**src/rtl/c28soi_pm_control_lr_async_tdc_dr_driver.sv**
```systemverilog
// Host-side initiator for the TDC control/sense UDR chain: turns one parallel
// request into capture/shift/update strobes and returns the shifted-out word.
module c28soi_pm_control_lr_async_tdc_dr_driver #(
   parameter int DR_LENGTH = 16,
   parameter int CNT_W     = 5
) (
   input  logic                 clk,
   input  logic                 rst,
   input  logic                 req_valid,
   output logic                 req_ready,
   input  logic [DR_LENGTH-1:0] req_wdata,
   input  logic                 req_capture,
   input  logic                 req_update,
   output logic                 rsp_valid,
   input  logic                 rsp_ready,
   output logic [DR_LENGTH-1:0] rsp_rdata,
   output logic                 busy,
   output logic                 dr_capture,
   output logic                 dr_shift,
   output logic                 dr_update,
   output logic                 dr_serial_in,
   input  logic                 dr_serial_out
);

   typedef enum logic [2:0] {
      IDLE,
      CAPTURE,
      SHIFT,
      UPDATE,
      RESP
   } state_t;

   state_t               state;
   state_t               state_next;
   logic [CNT_W-1:0]     cnt;
   logic [DR_LENGTH-1:0] tx_sr;
   logic [DR_LENGTH-1:0] rx_sr;
   logic                 do_update;
   logic                 accept;
   logic                 last_shift;

   assign accept     = req_valid & req_ready;
   assign last_shift = (cnt == CNT_W'(DR_LENGTH - 1));

   always_ff @(posedge clk) begin
      if (rst) begin
         state <= IDLE;
      end else begin
         state <= state_next;
      end
   end

   always_comb begin
      state_next = state;
      case (state)
         IDLE: begin
            if (accept) begin
               state_next = req_capture ? CAPTURE : SHIFT;
            end
         end
         CAPTURE: state_next = SHIFT;
         SHIFT: begin
            if (last_shift) begin
               state_next = do_update ? UPDATE : RESP;
            end
         end
         UPDATE: state_next = RESP;
         RESP: begin
            if (rsp_ready) begin
               state_next = IDLE;
            end
         end
         default: state_next = IDLE;
      endcase
   end

   // The capture flag only steers the IDLE exit, so only the update flag is kept.
   always_ff @(posedge clk) begin
      if (rst) begin
         cnt       <= '0;
         tx_sr     <= '0;
         rx_sr     <= '0;
         do_update <= 1'b0;
      end else if (accept) begin
         cnt       <= '0;
         tx_sr     <= req_wdata;
         do_update <= req_update;
      end else if (state == SHIFT) begin
         cnt   <= cnt + CNT_W'(1);
         tx_sr <= tx_sr >> 1;
         rx_sr <= {dr_serial_out, rx_sr[DR_LENGTH-1:1]};
      end
   end

   assign req_ready    = (state == IDLE) & ~rst;
   assign busy         = (state != IDLE);
   assign dr_capture   = (state == CAPTURE);
   assign dr_shift     = (state == SHIFT);
   assign dr_update    = (state == UPDATE);
   assign dr_serial_in = (state == SHIFT) & tx_sr[0];
   assign rsp_valid    = (state == RESP);
   assign rsp_rdata    = rx_sr;

endmodule
```
**config.mk**
```make
export PLATFORM = sky130hd
export DESIGN_NAME = c28soi_pm_control_lr_async_tdc_dr_driver
export DESIGN_NICKNAME = d
export VERILOG_FILES = /design/src/rtl/c28soi_pm_control_lr_async_tdc_dr_driver.sv
export SDC_FILE = /design/constraint.sdc
export NUM_CORES = 1
export LEC_CHECK = 0
export CAP_MARGIN = 30
export CORE_MARGIN = 4
export CORE_UTILIZATION = 40
export DETAILED_ROUTE_END_ITERATION = 8
export PLACE_DENSITY = 0.7
export REMOVE_ABC_BUFFERS = 1
export SETUP_SLACK_MARGIN = 0.1
export SYNTH_ARGS = -nofsm -noshare
export SYNTH_HDL_FRONTEND = slang
export SYNTH_SLANG_ARGS = --single-unit
```
**constraint.sdc**
```tcl
create_clock -name clk -period 2.15 [get_ports clk]
set_input_delay 0.3225 -clock clk [delete_from_list [all_inputs] [get_ports clk]]
set_output_delay 0.3225 -clock clk [all_outputs]
set_load 0.01 [all_outputs]
```
# --- After elaboration in Yosys (flattened, before gate mapping) ---
# Index checks and enable logic that the tools add are counted.
totals:
  output_inout_bits: 23
  word_cells: 33
  reg_bits: 41
  in_bits: 23
classes:
  n_eq_ne: 8
  n_addsub: 1
  n_reduce_logical: 6
  bitwise: 5
  mux: 8
op_table:
  columns: ["cell", "count"]
  rows:
  - ["$mux 16", 2]
  - ["$pmux 3 s5", 1]
  - ["$mux 3", 4]
  - ["$eq 3x2->1 const B", 2]
  - ["$add 5x1->5 const B", 1]
  - ["$eq 5x4->1 const B", 1]
  - ["$ne 2x1->1 const B", 2]
  - ["$and 1x1->1", 3]
  - ["$eq 3x1->1 const B", 1]
  - ["$eq 3x3->1 const B", 1]
  - ["$logic_not 3->1", 1]
  - ["$reduce_and 3->1", 1]
  - ["$reduce_bool 3->1", 1]
  - ["$mux 2", 1]
  - ["$ne 2x2->1 const B", 1]
  - ["$not 1->1", 2]
  - ["$reduce_and 2->1", 1]
  - ["$reduce_bool 2->1", 1]
  - ["$reduce_or 2->1", 1]

# --- Longest topological paths before layout ---
# Gate-level depths: netlist of the first run.
depth:
  word_depth: 5
  mapped_depth: 6
  mapped_depth_nobuf: 6

# --- Least setup slack after synthesis of the first run ---
# Ideal clock, no wire load.
synth_path:
  path_type: "register -> output"
  startpoint: "reg state[1]"
  endpoint: "out dr_serial_in"
  required_ns: 1.827
  t_arrival_ns: 1.370
  setup_slack_ns: 0.457
  path_buffers: 2
  stages_incl_launch_ff: 6
  path_cell_list: "dfxtp_1 > or3b_1 > clkbuf_1 > inv_1 > buf_2 > and2_1"
synth_between:
  elab_chain_cells: 2
synth_rtl:
  columns: ["item", "line_no", "rtl"]
  rows:
  - ["start: declaration", "33", "state_t state;"]
  - ["start signal: assignment", "49", "state <= state_next;"]
  - ["$eq 3x2->1", null, null]
  - ["named net dr_shift", "19", "output logic dr_shift,"]
  - ["$and 1x1->1", "100", "assign dr_serial_in = (state == SHIFT) & tx_sr[0];"]
  - ["end: declaration", "21", "output logic dr_serial_in,"]
# The timed path passes the listed nets, and every way through them passes these cells.

# --- Worst setup path after layout of the first run ---
layout_path:
  startpoint: "reg state[2]"
  endpoint: "out rsp_valid"
layout_between:
  elab_chain_cells: 1
layout_rtl:
  columns: ["item", "line_no", "rtl"]
  rows:
  - ["$eq 3x3->1", "101", "assign rsp_valid = (state == RESP);"]
  - ["end: declaration", "14", "output logic rsp_valid,"]
# No other way between the ends.

==> metrics, run 1 <==
CTS clock-pin slew for the worst setup and hold paths=0.07 ns; CTS H-Tree Depth=2; minimum clock period=1.90 ns; number of buffers on the longest clock path=2; final setup violation count=0; Die ar.=5280 um2; wire length of the first global-routing pass=5930 um; Clk Latency, worst-skew pair=0.29 ns; vias in the first global route=1309; sort of element at the end of the critical path=primary output; clock skew=0.00347 ns; category of the critical setup timing path=reg2out; path category of the worst min-delay check=reg2reg; Die Wd=72.7 um; post-detailed-placement half-perimeter wirelength=2660 um; unrepaired setup endpoints after global routing=no; area of the core=4030 um2; GR Util All Layers=14.4%; share of the core filled with cells in the final layout=57.6%; number of nets in the final layout=262; Final Cycle Share=88.5%; critical path data required time=1.83 ns; layout overhead on the synthesized area=38.7%; number of clock sinks=41; final cell count without fillers=288; pin count of the biggest net entering global routing=24; number of warning messages in the yosys log=0; Post-CTS Setup Inserts=0; flip-flop and latch count after synthesis=41; worst-margin pin slew=0.579 ns; Routed WL=3760 um; sequential-to-total area share from yosys stat=49.1%; Relative slew margins=61.3%; post-synthesis cell type with the largest combined area=sky130_fd_sc_hd__dfxtp_1; aggregate global routing overflow=0; Post-CTS Hold Buffers=0; Leakage Power=0.914 nW; number of antenna violations at the first check in global routing=0; number of filler cells placed in the layout=384; Post-Syn Area=1670 um2; worst-case vdd ir drop=0.000356 V; category of the worst setup path launch point=flop; starting utilization of the core area=41.5%; Die Ht=72.7 um; Placer Congestion=0.726; share of post-route cells with drive strength above 1=9.66%; final count of pins violating max slew=0; post-route antenna net violation count=0; count of TritonRoute iterations in the first routing pass=4; run status=completed; Synth cell types=32; final-report hold violation count=0; detail-routed via count per cell=5.23; largest driver fanout on the critical path=12; TritonCTS clock tree=yes; diode count=0; First DRT Iteration DRCs=83; DRC violations left=0; fraction of synthesized cell area taken by the top area cell type=49.1%; WP data arrival=1.58 ns; I/O pins=46; largest cells by area after synthesis=sky130_fd_sc_hd__dfxtp_1 (49%), sky130_fd_sc_hd__a221o_1 (9.0%), sky130_fd_sc_hd__nand2_1 (8.1%); Max-Cap Viols=0; Syn Area/Cell=8.80 um2; wire length per cell after detailed routing=13.1 um; maximum clock rate=0.526 GHz; Site Rows=23; number of standard cells after synthesis=190; Clock Tree Root=sky130_fd_sc_hd__clkbuf_8; Placed Instances=280; Cell Pwr Density=858 nW/um2; via total after detailed routing=1506; clock buffer count from CTS=5; Port-buffer cells=45; Worst Hold Margin=0.463 ns
[final timing paths]
kind                 start             to  slack (ns)  cells after the start
min reg2reg  rsp_rdata[15]  rsp_rdata[14]        0.46                      2
max reg2reg         cnt[0]       state[1]        0.35                      6
min          rsp_rdata[15]  rsp_rdata[14]        0.46                      2
max               state[2]      rsp_valid        0.25                      3
[cell usage in the layout (no fill, tap or decap), types with 2 or more instances in the layout]
cell type	count
sky130_fd_sc_hd__and3_1	17
sky130_fd_sc_hd__clkbuf_8	6
sky130_fd_sc_hd__a21oi_1	21
sky130_fd_sc_hd__a2111oi_0	2
sky130_fd_sc_hd__a211oi_1	2
sky130_fd_sc_hd__a221o_1	15
sky130_fd_sc_hd__o21ai_0	3
sky130_fd_sc_hd__nand2_1	36
sky130_fd_sc_hd__clkdlybuf4s50_1	42
sky130_fd_sc_hd__buf_4	10
sky130_fd_sc_hd__dfxtp_1	41
sky130_fd_sc_hd__nand3_1	4
sky130_fd_sc_hd__nand2b_1	2
sky130_fd_sc_hd__ha_1	2
sky130_fd_sc_hd__nor2_1	5
sky130_fd_sc_hd__dlygate4sd2_1	3
sky130_fd_sc_hd__or3_1	2
sky130_fd_sc_hd__inv_1	6
[what timing repair did]
| action | 4_1_cts | 5_1_grt |
|---|---|---|
| gates resized for setup | 4 | 2 |
| cloned | 0 | 0 |
| endpoints found under the setup margin | 3 | 2 |
[where the power goes]
group          leakage [nW]  internal, W  switching, W
Clock                0.0585     0.000378      0.000253
Sequential            0.334     0.000831     0.0000409
Combinational         0.522     0.000227      0.000261
[metal layers]
metal / vias to the layer above / share of wire [%] / track usage [%]
li1: 774 / - / -
met1: 701 / 46 / 18.4
met2: 24 / 48 / 22.8
met3: 7 / 4.1 / 3.58
met4: 0 / 1.8 / 6.15
met5: - / 0 / 0
[worst max-delay path, stage by stage, from the launching register on]
cell,delay (ns)
sky130_fd_sc_hd__dfxtp_1,0.33
sky130_fd_sc_hd__buf_4,0.18
sky130_fd_sc_hd__nor3b_2,0.22
sky130_fd_sc_hd__clkdlybuf4s50_1,0.57
[cell type report]
class                           instances  area (um2)  area share (%)
Sequential cell                        41         821            35.4
Clock inverter                          1        30.0            1.29
Clock buffer                            7        86.3            3.72
Inverter                                7        26.3            1.13
Timing Repair Buffer                   55         522            22.5
Tap cell                               50        62.6            2.70
Multi-Input combinational cell        127         773            33.3
[synthesized netlist by cell type]
library cell,n
sky130_fd_sc_hd__clkbuf_1,12
sky130_fd_sc_hd__a221o_1,15
sky130_fd_sc_hd__a211oi_1,2
sky130_fd_sc_hd__nor4_1,1
sky130_fd_sc_hd__mux2i_1,1
sky130_fd_sc_hd__a2111oi_0,2
sky130_fd_sc_hd__nor2_1,5
sky130_fd_sc_hd__inv_1,7
sky130_fd_sc_hd__nand2_1,36
sky130_fd_sc_hd__and2_1,1
sky130_fd_sc_hd__buf_4,1
sky130_fd_sc_hd__and3_1,17
sky130_fd_sc_hd__nor2_2,1
sky130_fd_sc_hd__buf_2,2
sky130_fd_sc_hd__or4b_2,1
sky130_fd_sc_hd__or3b_1,1
sky130_fd_sc_hd__a32o_1,1
sky130_fd_sc_hd__nor4_2,1
sky130_fd_sc_hd__o31a_1,1
sky130_fd_sc_hd__nor3_1,1
sky130_fd_sc_hd__xnor2_1,1
sky130_fd_sc_hd__o21ai_0,3
sky130_fd_sc_hd__a32oi_1,1
sky130_fd_sc_hd__or3_1,2
sky130_fd_sc_hd__nor3b_1,2
sky130_fd_sc_hd__nand2b_1,2
sky130_fd_sc_hd__nor2b_1,1
sky130_fd_sc_hd__dfxtp_1,41
sky130_fd_sc_hd__a21oi_1,21
sky130_fd_sc_hd__nand3_1,4
sky130_fd_sc_hd__ha_1,2
sky130_fd_sc_hd__a21o_1,1
[flip-flops by register name (all words and copies together) (netlist names)]
| name | flops |
|---|---|
| rsp_rdata | 16 |
| tx_sr | 16 |
| do_update | 1 |
| state | 3 |
| cnt | 5 |
[logic make-up after synthesis]
logic type               share of synthesized area, %
AND/OR/NAND/NOR                                  22.8
AO/OA/AOI/OAI                                    20.2
flip-flops                                       49.1
buffers and inverters                            5.31
adder cells (fa/ha/maj)                          1.50
XOR/XNOR                                        0.524
multiplexers                                    0.598
[stage by stage]
| stage | total power [W] | TNS, ns | area (um2) | worst slack, ns |
|---|---|---|---|---|
| final | 0.00199 | 0 | 2320 | 0.248 |
| after floorplan | 0.00115 | -0.0568 | 1610 | -0.0568 |
| after global placement | 0.00137 | 0 | 2200 | 0.195 |
| after detailed placement | 0.00138 | 0 | 2200 | 0.177 |
| after global routing | 0.00209 | 0 | 2320 | 0.151 |
| after CTS | 0.00200 | 0 | 2310 | 0.155 |
Note: power is estimated with default switching activity, not from simulation.
==> inputs of run 2 (changes only) <==
Settings changed: CAP_MARGIN 30 to 5.
Clock period 2.15 ns to 2 ns, I/O delays scaled along.
==> run 2 against run 1 <==
Critical path depth is the same. Critical endpoint is now dr_update. Global-route usage barely moved. Highest routed layer unchanged. Setup slack lost 0.078 ns.
==> metrics, run 2 (synthesized netlist as in run 1, its figures left out) <==
largest driver fanout on the critical path=15 (+3); Routed WL=3750 um (-0.40%); Die Wd=72.7 um (unchanged); count of TritonRoute iterations in the first routing pass=4 (unchanged); most common library cell in the layout ignoring fill and taps=sky130_fd_sc_hd__dfxtp_1; vias in the first global route=1343 (+2.6%); clock skew=0.00429 ns (+0.000826 ns); sort of element at the end of the critical path=primary output; worst-margin pin slew=0.581 ns (+0.00143 ns); clock buffer count from CTS=5 (unchanged); Site Rows=23 (unchanged); detail-routed via count per cell=5.22 (-0.20%); Die ar.=5280 um2 (unchanged); layout overhead on the synthesized area=39.4%; Max-Cap Viols=0 (unchanged); Critical path origin=state[1]; run status=completed; CTS clock-pin slew for the worst setup and hold paths=0.08 ns (about the same); DRC violations left=0 (unchanged); wire length per cell after detailed routing=13.0 um (-0.40%); Relative slew margins=61.2% (-0.095 points); I/O pins=46 (unchanged); number of buffers on the longest clock path=2 (unchanged); number of nets in the final layout=262 (unchanged); Cell Pwr Density=921 nW/um2 (+7.4%); number of clock sinks=41 (unchanged); CTS H-Tree Depth=2 (unchanged); final setup violation count=0 (unchanged); worst-case vdd ir drop=0.000536 V (+50%); hold path startpoint=rsp_rdata[0]; Leakage Power=0.952 nW (+4.2%); critical path data required time=1.70 ns (-0.13 ns); path category of the worst min-delay check=reg2reg; Placer Congestion=0.697 (-4.1%); final-report hold violation count=0 (unchanged); maximum clock rate=0.547 GHz; area of the core=4030 um2 (unchanged); Die Ht=72.7 um (unchanged); category of the worst setup path launch point=flop; post-detailed-placement half-perimeter wirelength=2660 um (+0.22%); Port-buffer cells=45 (unchanged); minimum clock period=1.83 ns; pin count of the biggest net entering global routing=24 (unchanged); share of post-route cells with drive strength above 1=9.66% (unchanged); Final Cycle Share=91.5%; Clk Latency, worst-skew pair=0.29 ns (about the same); commonest cells after routing, fill and taps aside=sky130_fd_sc_hd__dfxtp_1 (41), sky130_fd_sc_hd__clkdlybuf4s50_1 (40), sky130_fd_sc_hd__nand2_1 (36), sky130_fd_sc_hd__a21oi_1 (21), sky130_fd_sc_hd__and3_1 (17); unrepaired setup endpoints after global routing=no; First DRT Iteration DRCs=121 (+46%); GR Util All Layers=14.4% (+0.045 points); Post-CTS Setup Inserts=0 (unchanged); starting utilization of the core area=41.5% (unchanged); diode count=0 (unchanged); WP data arrival=1.53 ns (-0.05 ns); aggregate global routing overflow=0 (unchanged); Clock Tree Root=sky130_fd_sc_hd__clkbuf_8; TritonCTS clock tree=yes; Post-Route Setup TNS=0 ns (unchanged); wire length of the first global-routing pass=6080 um (+2.4%); share of the core filled with cells in the final layout=57.9% (+0.28 points); final count of pins violating max slew=0 (unchanged); Post-CTS Hold Buffers=0 (unchanged); category of the critical setup timing path=reg2out; via total after detailed routing=1503 (-0.20%); post-route antenna net violation count=0 (unchanged); number of antenna violations at the first check in global routing=0 (unchanged); startpoint of the lowest-slack register-to-register path=cnt[0]
run 2: path summary, 6_finish.rpt:
kind | depth (start not counted) | to | slack [ns]
hold / removal | 2 | rsp_rdata[0] | 0.46
hold reg to reg | 2 | rsp_rdata[0] | 0.46
setup reg to reg | 6 | state[1] | 0.20
setup / recovery | 3 | dr_update | 0.17
run 2: layer usage:
layer | wire (um) | up-vias | GRT usage (%) | part of all wire [%]
li1 | - | 769 | - | -
met3 | 124 | 7 | 2.48 | 3.3
met2 | 1830 | 20 | 22.7 | 49
met1 | 1730 | 707 | 19.3 | 46
met5 | 0 | - | 0 | 0
met4 | 68 | 0 | 6.15 | 1.8
run 2: power breakdown:
| part | total [W] | internal, W | leakage, nW | switching, W |
|---|---|---|---|---|
| sequential | 0.000939 | 0.000894 | 0.334 | 0.0000450 |
| clock | 0.000680 | 0.000407 | 0.0585 | 0.000273 |
| combinational | 0.000530 | 0.000247 | 0.560 | 0.000283 |
| total | 0.00215 | 0.00155 | 0.952 | 0.000602 |
run 2: per-stage QoR:
step | hold WS [ns] | cell area, um2 | instances | setup WS, ns | power, W
finish | 0.456 | 2330 | 288 | 0.170 | 0.00215
global route | 0.495 | 2330 | 288 | 0.113 | 0.00226
CTS | 0.462 | 2320 | 288 | 0.119 | 0.00216
detailed placement | 0.451 | 2200 | 280 | 0.0630 | 0.00148
global placement | 0.448 | 2200 | 280 | 0.0553 | 0.00148
floorplan | 0.369 | 1610 | 175 | -0.184 | 0.00123
run 2: area by class of cell:
type                            instances  area (um2)
Clock buffer                            7        86.3
Clock inverter                          1        30.0
Fill cell                             370        1700
Inverter                                7        26.3
Multi-Input combinational cell        127         779
Sequential cell                        41         821
Tap cell                               50        62.6
Timing Repair Buffer                   55         527
run 2: what timing repair did:
| action | CTS | global route |
|---|---|---|
| endpoints found under the setup margin | 5 | 3 |
| gates cloned | 0 | 0 |
| gates resized for setup | 6 | 3 |
| endpoints found under the hold margin | 0 | 0 |
run 2: worst max-delay path, stage by stage, from the launching register on:
cell and delay, ns:
sky130_fd_sc_hd__dfxtp_1 0.33, sky130_fd_sc_hd__buf_4 0.21, sky130_fd_sc_hd__and3_1 0.18, sky130_fd_sc_hd__clkdlybuf4s50_1 0.53
==> inputs of run 3 (changes only) <==
Settings changed: ABC_AREA from default to 1, CORE_UTILIZATION 40 to 49, PLACE_DENSITY 0.7 to 0.81.
==> run 3 against run 2 <==
Fmax increased by 1.3%. Cell count is 30% higher. Synthesized area rose by 12%. First-iteration DRC count is 0.83% lower. Flip-flop and latch count is the same. Setup slack gained 0.024 ns. Global-route usage is 2.9 points higher. Sequential power increased by 25%. Die area decreased by 7.3%. Power rose by 42%. Highest routed layer unchanged.
==> metrics, run 3 <==
area taken by multi-input logic gates=828 um2 (+6.3%); final count of pins violating max slew=0 (unchanged); P_int=0.00184 W (+19%); aggregate global routing overflow=0 (unchanged); pin count of the biggest net entering global routing=39 (+63%); register-to-register setup slack=0.38 ns (+0.18 ns); clock skew=0.00275 ns (-0.00154 ns); Post-CTS Hold Buffers=0 (unchanged); primary flip-flop cell chosen by synthesis mapping=sky130_fd_sc_hd__dfxtp_1; Die Wd=70.0 um (-3.7%); path category of the worst min-delay check=reg2reg; Leakage Power=1.05 nW (+10%); number of clock sinks=41 (unchanged); number of warning messages in the yosys log=0 (unchanged); area of the core=3690 um2 (-8.4%); net switching power figure=0.00121 W (+100%); wire length per cell after detailed routing=11.0 um (-15%); cell family with the largest share of critical-path delay=buffers and inverters; number of nets in the final layout=351 (+34%); maximum cell stage delay along the critical path=0.56 ns (+0.03 ns); proportion of power drawn by the clock network=16.8% (-15 points); maximum clock rate=0.554 GHz (+1.3%); Die Ht=70.0 um (-3.7%); flip-flop and latch count after synthesis=41 (unchanged); Cell Pwr Density=1240 nW/um2 (+35%); CP bufs+invs=2 (unchanged); Final Cycle Share=90.3% (-1.2 points); post-detailed-placement half-perimeter wirelength=2790 um (+4.9%); Post-Syn Area=1880 um2 (+12%); cells traversed along the worst timing path=inv_2 -> nor3_1 -> clkdlybuf4s50_1; critical path data required time=1.70 ns (about the same); unrepaired setup endpoints after global routing=no; diode count=0 (unchanged); clock buffer count from CTS=5 (unchanged); slowest stage cell on the critical path=sky130_fd_sc_hd__clkdlybuf4s50_1; fraction of synthesized cell area taken by the top area cell type=43.6% (-5.4 points); wire length of the first global-routing pass=6980 um (+15%); category of the worst setup path launch point=flop; WP data arrival=1.51 ns (-0.02 ns); commonest cells in the netlist=sky130_fd_sc_hd__nor2_1 (89), sky130_fd_sc_hd__dfxtp_1 (41), sky130_fd_sc_hd__inv_1 (40); Site Rows=22 (-4.3%); share of post-route cells with drive strength above 1=7.95% (-1.7 points); net switching fraction of the power=39.6% (+12 points); placed inst area=2350 um2 (+7.1%); Placer Congestion=0.839 (+20%); Clk Latency, worst-skew pair=0.29 ns (about the same); sequential standard cell area=823 um2 (+0.30%); largest cells by area after synthesis=sky130_fd_sc_hd__dfxtp_1 (44%), sky130_fd_sc_hd__nor2_1 (18%), sky130_fd_sc_hd__inv_1 (8.0%); most common library cell in the layout ignoring fill and taps=sky130_fd_sc_hd__nor2_1; layout overhead on the synthesized area=30.5%; TritonCTS clock tree=yes; Routed WL=4130 um (+10%); final setup violation count=0 (unchanged); sort of element at the end of the critical path=primary output; commonest cells after routing, fill and taps aside=sky130_fd_sc_hd__nor2_1 (87), sky130_fd_sc_hd__clkdlybuf4s50_1 (41), sky130_fd_sc_hd__inv_1 (40), sky130_fd_sc_hd__dfxtp_1 (39), sky130_fd_sc_hd__nand2_1 (32); minimum clock period=1.81 ns (-0.0238 ns); I/O pins=46 (unchanged); number of filler cells placed in the layout=318 (-14%); CTS clock-pin slew for the worst setup and hold paths=0.07 ns (about the same); starting utilization of the core area=51.0% (+9.5 points); worst-margin pin slew=0.392 ns (-0.189 ns); Port-buffer cells=45 (unchanged); worst-case vdd ir drop=0.000835 V (+56%); detail-routed via count per cell=4.72 (-9.5%); run status=completed; count of flip-flops with a built-in enable after synthesis=0 (unchanged); number of antenna violations at the first check in global routing=0 (unchanged); DRC violations left=0 (unchanged); post-synthesis cell type with the largest combined area=sky130_fd_sc_hd__dfxtp_1; number of standard cells after synthesis=280 (+47%); number of buffers on the longest clock path=2 (unchanged); Post-Route Setup TNS=0 ns (unchanged); Synth cell types=22 (-31%); via total after detailed routing=1771 (+18%); relative contribution of sequential cells to total power=38.3% (-5.4 points); final instance area=2450 um2 (+5.3%); GR Util All Layers=17.3% (+2.9 points); First DRT Iteration DRCs=120 (-0.83%); sequential-to-total area share from yosys stat=43.6% (-5.4 points); part of the total power dissipated in combinational logic=44.9% (+20 points); Relative slew margins=73.8% (+13 points); CTS H-Tree Depth=2 (unchanged); count of TritonRoute iterations in the first routing pass=4 (unchanged); vias in the first global route=1637 (+22%); category of the critical setup timing path=reg2out; Die ar.=4890 um2 (-7.3%); Syn Area/Cell=6.72 um2 (-24%); final-report hold violation count=0 (unchanged); most numerous cell in the Yosys netlist=sky130_fd_sc_hd__nor2_1; post-route antenna net violation count=0 (unchanged); largest driver fanout on the critical path=6 (-9); Async SR Flop Fraction=0% (unchanged); Max-Cap Viols=0 (unchanged); power consumption=0.00305 W (+42%); Clock Tree Root=sky130_fd_sc_hd__clkbuf_8
-- run 3: cell types whose count changed after synthesis, sizes merged, moves of 3 or more --
cell	previous run	this run
o21ai	3	19
nor2	6	92
and3	17	0
a221o	15	0
nand3	4	7
clkbuf	12	3
inv	7	44
buf	3	9
-- run 3: path summary, 6_finish.rpt --
check | startpoint | endpoint | cells after the start
max | state[2] | rsp_valid | 3
min | cnt[3] | cnt[3] | 2
max reg2reg | state[0] | tx_sr[0] | 7
min reg2reg | cnt[3] | cnt[3] | 2
-- run 3: layout make-up --
type / count / share of cell area [%]
Clock inverter: 1 / 0.306
Sequential cell: 41 / 33.5
Tap cell: 48 / 2.45
Clock buffer: 7 / 3.11
Timing Repair Buffer: 51 / 20.1
Inverter: 44 / 6.73
Multi-Input combinational cell: 183 / 33.7
-- run 3: power by group through the flow --
| stage | registers [W] | clock network (W) | logic (W) |
|---|---|---|---|
| final | 0.00117 | 0.000514 | 0.00137 |
| after detailed placement | 0.00118 | 0 | 0.00135 |
| after global routing | 0.00119 | 0.000566 | 0.00152 |
| after floorplan | 0.00121 | 0 | 0.000713 |
| after CTS | 0.00117 | 0.000532 | 0.00138 |
| after global placement | 0.00118 | 0 | 0.00133 |
-- run 3: cells by family after synthesis --
logic type	synth area share [%]
AO/OA/AOI/OAI	11.3
flip-flops	43.6
adder cells (fa/ha/maj)	1.33
AND/OR/NAND/NOR	30.5
XOR/XNOR	0.466
buffers and inverters	12.7
-- run 3: routing by layer --
metal  global-route usage [%]  vias to the layer above  part of all wire [%]
met5                        0                        -                     0
met4                     5.96                        0                   1.4
met3                     6.62                        4                   7.2
met2                     28.3                       49                    45
met1                     20.5                      780                    47
li1                         -                      938                     -
-- run 3: through the flow --
stage	utilization, %	cells	worst slack (ns)	hold WS (ns)
detailed placement	63.8	366	0.100	0.454
CTS	66.5	375	0.132	0.465
floorplan	-	268	0.340	0.369
global route	66.6	375	0.142	0.485
global placement	63.8	366	0.134	0.448
finish	66.6	375	0.194	0.465
-- run 3: timing repair --
item	in CTS	in global routing
endpoints found under the setup margin	3	1
resized for setup	7	2
pin swaps	1	0
buffers inserted	1	0
hold endpoints to repair	0	0
-- run 3: worst min-delay path, stage by stage (launching register included) --
cell                      delay [ns]
sky130_fd_sc_hd__dfxtp_1        0.31
sky130_fd_sc_hd__nand2_1        0.06
sky130_fd_sc_hd__a21oi_1        0.05
